**config.mk**
```make
export PLATFORM = sky130hd
export DESIGN_NAME = prog_rom_loader
export DESIGN_NICKNAME = d
export VERILOG_FILES = /design/src/rtl/prog_rom_pkg.sv /design/src/rtl/rom_image_decode.sv /design/src/rtl/prog_rom_loader.sv
export SDC_FILE = /design/constraint.sdc
export NUM_CORES = 1
export LEC_CHECK = 0
export CAP_MARGIN = 20
export CORE_MARGIN = 2
export CORE_UTILIZATION = 52
export CTS_CLUSTER_DIAMETER = 50
export CTS_CLUSTER_SIZE = 16
export DETAILED_ROUTE_END_ITERATION = 10
export GPL_TIMING_DRIVEN = 0
export PLACE_DENSITY = 0.78
export SYNTH_ARGS = -nofsm -noshare
export SYNTH_HDL_FRONTEND = slang
export SYNTH_HIERARCHICAL = 1
export SYNTH_SLANG_ARGS = --single-unit
```
**constraint.sdc**
```tcl
create_clock -name clk -period 2.1 [get_ports clk]
set_input_delay 0.21 -clock clk [delete_from_list [all_inputs] [get_ports clk]]
set_output_delay 0.21 -clock clk [all_outputs]
set_load 0.01 [all_outputs]
```
**src/rtl/prog_rom_pkg.sv**
```systemverilog
// Shared constants and loader state encodings for the program ROM download path.
// The graphics loader reuses the ROM index constants and the image decoder.
package prog_rom_pkg;

   localparam int unsigned ROM_BYTES   = 8192;
   localparam int unsigned ROM_COUNT   = 5;
   localparam int unsigned IMAGE_BYTES = ROM_BYTES * ROM_COUNT;

   localparam int unsigned IDX_1F = 0;
   localparam int unsigned IDX_1H = 1;
   localparam int unsigned IDX_1K = 2;
   localparam int unsigned IDX_1L = 3;
   localparam int unsigned IDX_1N = 4;

   typedef logic [2:0] loader_state_t;

   localparam loader_state_t ST_IDLE    = 3'd0;
   localparam loader_state_t ST_LOAD    = 3'd1;
   localparam loader_state_t ST_WRITE   = 3'd2;
   localparam loader_state_t ST_SETTLE  = 3'd3;
   localparam loader_state_t ST_RELEASE = 3'd4;
   localparam loader_state_t ST_DONE    = 3'd5;
   localparam loader_state_t ST_ERROR   = 3'd6;

endpackage

```
**src/rtl/rom_image_decode.sv**
```systemverilog
// Maps a download byte offset onto {in-range, one-hot ROM select, address within ROM}.
module rom_image_decode
   import prog_rom_pkg::*;
#(
   parameter int unsigned BYTES = ROM_BYTES,
   parameter int unsigned COUNT = ROM_COUNT
) (
   input  logic [15:0]      offset,
   output logic             valid,
   output logic [COUNT-1:0] sel,
   output logic [12:0]      addr
);

   localparam int unsigned AW = $clog2(BYTES);

   logic [15:0] idx;

   always_comb begin
      idx   = offset >> AW;
      valid = ({16'd0, offset} < BYTES * COUNT);
      sel   = '0;
      for (int unsigned i = 0; i < COUNT; i++) begin
         if (valid && idx == 16'(i)) sel[i] = 1'b1;
      end
      addr  = 13'({16'd0, offset} & (BYTES - 1));
   end

endmodule

```
**src/rtl/prog_rom_loader.sv**
```systemverilog
// Writes the program ROM images from the ioctl download stream and keeps the
// 6502 in reset until a complete, correctly sized image is resident.
module prog_rom_loader #(
   parameter int unsigned ROM_BYTES      = prog_rom_pkg::ROM_BYTES,
   parameter int unsigned ROM_COUNT      = prog_rom_pkg::ROM_COUNT,
   parameter int unsigned RELEASE_CYCLES = 16
) (
   input  logic                 clk,
   input  logic                 resetn,
   input  logic                 ioctl_download,
   input  logic                 ioctl_wr,
   input  logic [15:0]          ioctl_addr,
   input  logic [7:0]           ioctl_dout,
   output logic                 ioctl_wait,
   output logic [ROM_COUNT-1:0] rom_we,
   output logic [12:0]          rom_waddr,
   output logic [7:0]           rom_wdata,
   output logic                 cpu_hold,
   output logic                 load_done,
   output logic                 load_err
);

   import prog_rom_pkg::*;

   localparam logic [15:0] IMAGE_CNT = 16'(ROM_BYTES * ROM_COUNT);
   localparam logic [15:0] REL_LAST  = 16'(RELEASE_CYCLES - 1);

   loader_state_t          state;
   logic                   dl_q;
   logic                   dl_rise;
   logic [15:0]            byte_cnt;
   logic [15:0]            rel_cnt;
   logic [ROM_COUNT-1:0]   wr_sel;
   logic                   dec_valid;
   logic [ROM_COUNT-1:0]   dec_sel;
   logic [12:0]            dec_addr;

   rom_image_decode #(
      .BYTES (ROM_BYTES),
      .COUNT (ROM_COUNT)
   ) u_decode (
      .offset (ioctl_addr),
      .valid  (dec_valid),
      .sel    (dec_sel),
      .addr   (dec_addr)
   );

   assign dl_rise = ioctl_download & ~dl_q;

   always_ff @(posedge clk or negedge resetn) begin
      if (!resetn) begin
         state      <= ST_IDLE;
         dl_q       <= 1'b0;
         byte_cnt   <= '0;
         rel_cnt    <= '0;
         wr_sel     <= '0;
         ioctl_wait <= 1'b0;
         rom_we     <= '0;
         rom_waddr  <= '0;
         rom_wdata  <= '0;
         cpu_hold   <= 1'b1;
         load_done  <= 1'b0;
         load_err   <= 1'b0;
      end else begin
         dl_q   <= ioctl_download;
         rom_we <= '0;
         case (state)
            ST_IDLE: begin
               if (dl_rise) begin
                  state     <= ST_LOAD;
                  byte_cnt  <= '0;
                  load_err  <= 1'b0;
                  load_done <= 1'b0;
               end
            end
            // A strobe wins over a simultaneous download fall; the fall is seen next LOAD cycle.
            ST_LOAD: begin
               if (ioctl_wr) begin
                  rom_waddr  <= dec_addr;
                  rom_wdata  <= ioctl_dout;
                  wr_sel     <= dec_valid ? dec_sel : '0;
                  ioctl_wait <= 1'b1;
                  state      <= ST_WRITE;
               end else if (!ioctl_download) begin
                  if (byte_cnt == IMAGE_CNT && !load_err) begin
                     rel_cnt <= '0;
                     state   <= ST_RELEASE;
                  end else begin
                     load_err <= 1'b1;
                     state    <= ST_ERROR;
                  end
               end
            end
            ST_WRITE: begin
               rom_we <= wr_sel;
               if (wr_sel != '0 && byte_cnt != '1) byte_cnt <= byte_cnt + 16'd1;
               if (ioctl_wr) load_err <= 1'b1;
               state <= ST_SETTLE;
            end
            ST_SETTLE: begin
               ioctl_wait <= 1'b0;
               if (ioctl_wr) load_err <= 1'b1;
               state <= ST_LOAD;
            end
            ST_RELEASE: begin
               if (rel_cnt == REL_LAST) begin
                  cpu_hold  <= 1'b0;
                  load_done <= 1'b1;
                  state     <= ST_DONE;
               end else begin
                  rel_cnt <= rel_cnt + 16'd1;
               end
            end
            ST_DONE, ST_ERROR: begin
               if (dl_rise) begin
                  state     <= ST_LOAD;
                  cpu_hold  <= 1'b1;
                  load_done <= 1'b0;
                  load_err  <= 1'b0;
                  byte_cnt  <= '0;
               end
            end
            default: state <= ST_IDLE;
         endcase
      end
   end

endmodule

```
### Word level (Yosys, flattened, before mapping)

Index checks and enable logic that the tools add are counted.
W data, S select, Z words.

* $add $sub $neg: 2
* order comparisons: 1
* eq/ne operators: 25
* mux-type cells: 33
* bitwise operators: 2
* reduce and logical (&&, ||, !) cells: 28

Operators by type and width (count)
* $mux W16: 6
* $pmux W16 S2: 2
* $add A16 B1 Y16 const B: 2
* $ne A2 B2 Y1 const B: 9
* $eq A16 B16 Y1 const B: 1
* $eq A16 B4 Y1 const B: 1
* $logic_not A16 Y1: 1
* $lt A16 B16 Y1 const B: 1
* $ne A16 B16 Y1 const B: 1
* $pmux W3 S5: 1
* $mux W1: 13
* $eq A3 B2 Y1 const B: 4
* $eq A3 B3 Y1 const B: 4
* $mux W3: 4
* $reduce_and A3 Y1: 4
* $mux W5: 2
* $reduce_bool A2 Y1: 5
* $logic_and A1 B1 Y1: 7
* $eq A3 B1 Y1 const B: 2
* $pmux W1 S2: 3
* $reduce_and A6 Y1: 1
* $reduce_and A5 Y1: 1
* $reduce_bool A5 Y1: 1
* $ne A2 B1 Y1 const B: 2
* other kinds (11): 13

* register bits after elaboration: 71
* output and inout port bits: 30
* word-level logic and storage cells: 103

### Logic depth before layout (Yosys ltp)

* depth in word-level cells: 6
* mapped depth: 9

### Modules after synthesis

The synthesis kept the hierarchy.

By module, submodules not included
* prog_rom_loader: instances 1, cells each 341, area an instance 3525.9 µm², seq. area each 1778.0 µm²
* rom_image_decode: instances 1, cells each 19, area an instance 140.1 µm², seq. area each 0.0 µm²

### Worst setup path after synthesis

OpenSTA, ideal clock, no wires.

* path type: register -> register
* from: register rel_cnt[0]
* to: register rel_cnt[10]
* setup time: 81 ps
* arrival time: 1724 ps
* data required time: 2019 ps
* setup slack: 294 ps
* stages on the path, launching flop included: 9
* buffers on the path: 2
* period minus slack after synthesis: 1806 ps
* cell sequence: dfrtp_1 ha_1 and3_1 and4_1 buf_4 nor2_1 buf_2 a41oi_1 a31oi_2

* cells in the longest elaborated chain, start to end: 3
* elaborated cells between the ends (all ways): 6
* those cells by class: 1 x add/sub; 2 x eq/ne; 2 x mux; 1 x reduce/logical

Ends and longest elaborated chain
* start, declared: line prog_rom_loader.sv:32 `logic [15:0] rel_cnt;`
* start signal, assigned: line prog_rom_loader.sv:111 `rel_cnt <= rel_cnt + 16'd1;`
* $add A16 B1 Y16 / $eq A16 B4 Y1 (equally long branches): line prog_rom_loader.sv:111, prog_rom_loader.sv:106
* $mux W16 / $ne A2 B2 Y1 (equally long branches)
* $pmux W16 S2 / $reduce_and A5 Y1 (equally long branches)

Several ways; a longest one is shown, not always the timed one. The select of a mux whose other input is x is not followed.
A chain may end at the register's enable or synchronous reset.

### Worst setup path after layout

* from: register wr_sel[2]
* to: register byte_cnt[13]

* cells in the longest elaborated chain, start to end: 4

Ends and longest elaborated chain
* start, declared: line prog_rom_loader.sv:33 `logic [ROM_COUNT-1:0] wr_sel;`
* start signal, assigned: line prog_rom_loader.sv:81 `wr_sel <= dec_valid ? dec_sel : '0;`
* $reduce_bool A5 Y1: line prog_rom_loader.sv:96 `if (wr_sel != '0 && byte_cnt != '1) byte_cnt <= byte_cnt + 16'd1;`
* $logic_and A1 B1 Y1: line prog_rom_loader.sv:96
* $ne A2 B2 Y1 (no source line)
* $reduce_and A3 Y1 (no source line)
* end signal, assigned: line prog_rom_loader.sv:96
* end, declared: line prog_rom_loader.sv:31 `logic [15:0] byte_cnt;`

Every way passes these cells.

==> impl_metrics.py <==
metrics = {
    "synthesis": {
        "synth_edf_count": 0,
        "synth_seq_cells": 71,
        "yosysWarnings": 6,
        "async_reset_ff_share_pct": 100,
        "synth_cell_type_count": 54,
        "syn_inst": 360,
        "synth_area_um2": 3670,
        "syn_nets": 391,
        "synthFlopType": "dfrtp_1",
        "ys_seq_area_share_pct": 48.5,
        "syn_avg_cell_area_um2": 10.2,
    },
    "place": {
        "dpl.hpwl_um": 5520,
        "place_congestion": 0.823,
        "io_buffers": 44,
        "placed_area_um2": 4220,
    },
    "pwr": {
        "peakVddDrop_v": 0.000633,
        "leakage_nw": 1.89,
        "p_per_area_nw_per_um2": 1310,
    },
    "cts": {
        "ctsRootBufferMaster": "clkbuf_8",
        "cts_tree": "built",
        "cts_buffer_depth": 2,
        "clock_latency_ps": 340,
        "clock_sinks": 71,
        "clkTransAtPathRegs_ps": 80,
        "h-tree-depth": 3,
        "cts_hold_buf": 0,
        "cts_buffers": 9,
    },
    "final_layout": {
        "layout.cells.most_common_list": "70 x dfrtp_1, 43 x clkdlybuf4s50_1, 42 x nand2_1",
        "final_util_pct": 66.6,
        "n_fill_cell": 549,
        "final_common_cell": "dfrtp_1",
        "fin_area_um2": 4530,
        "num-nets-final": 448,
        "syn2layout_area_growth_pct": 23.5,
        "antennaDiodeCount": 0,
        "multiInputGateArea_um2": 1720,
        "register_area_um2": 1780,
        "layout-drive-gt1-share_pct": 22.0,
    },
    "routing": {
        "wl_um": 7930,
        "dr_total_vias": 2975,
        "postRouteAntennaNets": 0,
        "dr.pass1.iters": 7,
        "drt-initial-drc-count": 155,
        "avgRoutedWirePerCell_um": 15.3,
        "post-route-drc-count": 0,
        "drt-vias-per-instance": 5.74,
    },
    "sta": {
        "period_share_pct": 95.7,
        "setup-violations-final": 0,
        "max_freq_mhz": 498,
        "drv_slew": 0,
        "period_needed_ps": 2010,
        "max-slew-margin-rel_pct": 41.3,
        "hold_slack_ps": -31.4,
        "hold_viol": 28,
        "fin_worst_skew_ps": 4.84,
        "worstMarginPinSlew_ps": 881,
    },
    "grt": {
        "gr-total-overflow": 0,
        "grt_max_degree": 72,
        "grt_use_total_pct": 21.5,
        "grt_pass1_vias": 2871,
        "antenna_found_initial": 0,
        "grt_pass1_wl_um": 13000,
    },
    "setup_path": {
        "arrival_ps": 2230,
        "cp-end-kind": "register",
        "worst_ep_required_time_ps": 2320,
        "critPathLaunchType": "register",
        "path_class": "reg2reg",
        "cp_max_fo": 10,
    },
    "floorplanning": {
        "die_y_um": 88.0,
        "die_w_um": 88.0,
        "start_util_pct": 54.0,
        "dieArea_um2": 7740,
        "core_um2": 6790,
        "pin_count": 58,
        "rows": 30,
    },
    "worst_hold_path": {
        "hold_class": "in2async",
    },
    "status": {
        "violations": "hold timing",
        "status": "complete, but fails checks",
    },
    "flow_run": {
        "cap_violations": 0,
    },
}
synthesized netlist by cell type (2+ instances only):
master / count / share of area (%)
a31oi_2: 5 / 1.7
a31oi_1: 23 / 3.9
a21o_1: 3 / 0.61
a21oi_1: 12 / 1.6
inv_1: 6 / 0.61
nor2_2: 2 / 0.34
a2bb2oi_2: 2 / 0.82
o21ai_1: 15 / 2.0
clkbuf_1: 2 / 0.20
o31a_1: 2 / 0.48
nor2_1: 11 / 1.1
mux2_2: 21 / 6.5
buf_2: 11 / 1.5
nor2b_1: 3 / 0.51
ha_1: 3 / 1.0
and3_1: 13 / 2.2
a32o_1: 2 / 0.55
o211ai_2: 2 / 0.68
xor2_1: 2 / 0.48
nand2b_1: 8 / 1.4
buf_4: 14 / 2.9
nor3_1: 8 / 1.1
o21ai_0: 11 / 1.5
and4_1: 3 / 0.72
dfrtp_1: 70 / 48
nor3b_1: 3 / 0.61
buf_6: 3 / 0.92
o31ai_1: 6 / 1.2
nand3_1: 14 / 1.9
nand2_1: 42 / 4.3
nor4_1: 5 / 0.85
nand4_1: 6 / 1.0
a41oi_1: 6 / 1.4
registers in the layout (all words and copies together) (netlist names), 3 cells and up:
signal / count
rel_cnt: 16
state: 3
byte_cnt: 16
rom_wdata: 8
rom_we: 5
rom_waddr: 13
wr_sel: 5
critical path, stage by stage (launching register included):
cell and delay [ps]:
dfrtp_1 390, or4_1 580, o211ai_2 300, nor2_4 110
buf_2 210, a41oi_1 230, a31oi_1 70
final timing paths:
kind	start	endpoint	slack [ps]	cells after the start
worst max-delay path	wr_sel[2]$_DFFE_PN0P_	byte_cnt[13]$_DFFE_PN0P_	90	6
worst min-delay path	resetn	rel_cnt[12]$_DFFE_PN0P_	-30	1
worst max register to register	wr_sel[2]$_DFFE_PN0P_	byte_cnt[13]$_DFFE_PN0P_	90	6
worst min register to register	cpu_hold$_DFFE_PN1P_	cpu_hold$_DFFE_PN1P_	470	2
max in group asynchronous	resetn	rom_we[4]$_DFF_PN0_	1540	1
min in group clk	ioctl_addr[0]	rom_waddr[0]$_DFFE_PN0P_	90	2
logic make-up after synthesis:
group | share of synthesized area [%]
multiplexers | 6.72
buffers and inverters | 6.21
AO/OA/AOI/OAI | 19.0
AND/OR/NAND/NOR | 18.1
XOR/XNOR | 0.478
adder cells (fa/ha/maj) | 1.02
flip-flops | 48.5
routing by layer:
metal  track usage (%)  share of wire, %  vias up
li1                  -                 -     1444
met1              27.4                43     1438
met2              35.5                51       82
met3              6.69               4.9       11
met4              5.87               1.1        0
met5                 0                 0        -
cell type report:
type	instances	area share, %
timing repair buffer	46	10.0
clock buffer	9	2.74
multi-input combinational	252	38.1
tap	96	2.65
sequential	71	39.3
clock inverter	7	2.13
buffer	30	4.56
inverter	7	0.580
per-stage QoR:
| stage | TNS (ps) | std cells | hold slack [ps] | power, mW | worst slack, ps |
|---|---|---|---|---|---|
| 2_1_floorplan | 0 | 360 | -85.6 | 3.72 | 294 |
| 3_3_place_gp | -107950 | 500 | 443 | 4.58 | -1540 |
| 3_5_place_dp | -79.9 | 500 | 387 | 4.67 | -47.9 |
| 4_1_cts | 0 | 517 | 7.97 | 5.89 | 1.97 |
| 5_1_grt | -120 | 518 | 40.6 | 6.34 | -34.0 |
| 6_report | 0 | 518 | -31.4 | 5.94 | 90.4 |
power by group:
part / switching [mW] / internal [mW] / leakage, nW
combinational: 1.20 / 1.25 / 0.896
sequential: 0.433 / 1.86 / 0.890
clock: 0.536 / 0.670 / 0.102
repair_timing:
item	4_1_cts	5_1_grt
resized for setup	1	13
pin swaps	1	3
setup buffers	1	1
setup endpoints to repair	7	27
cloned	0	0
Note: power is estimated with default switching activity, not from simulation.
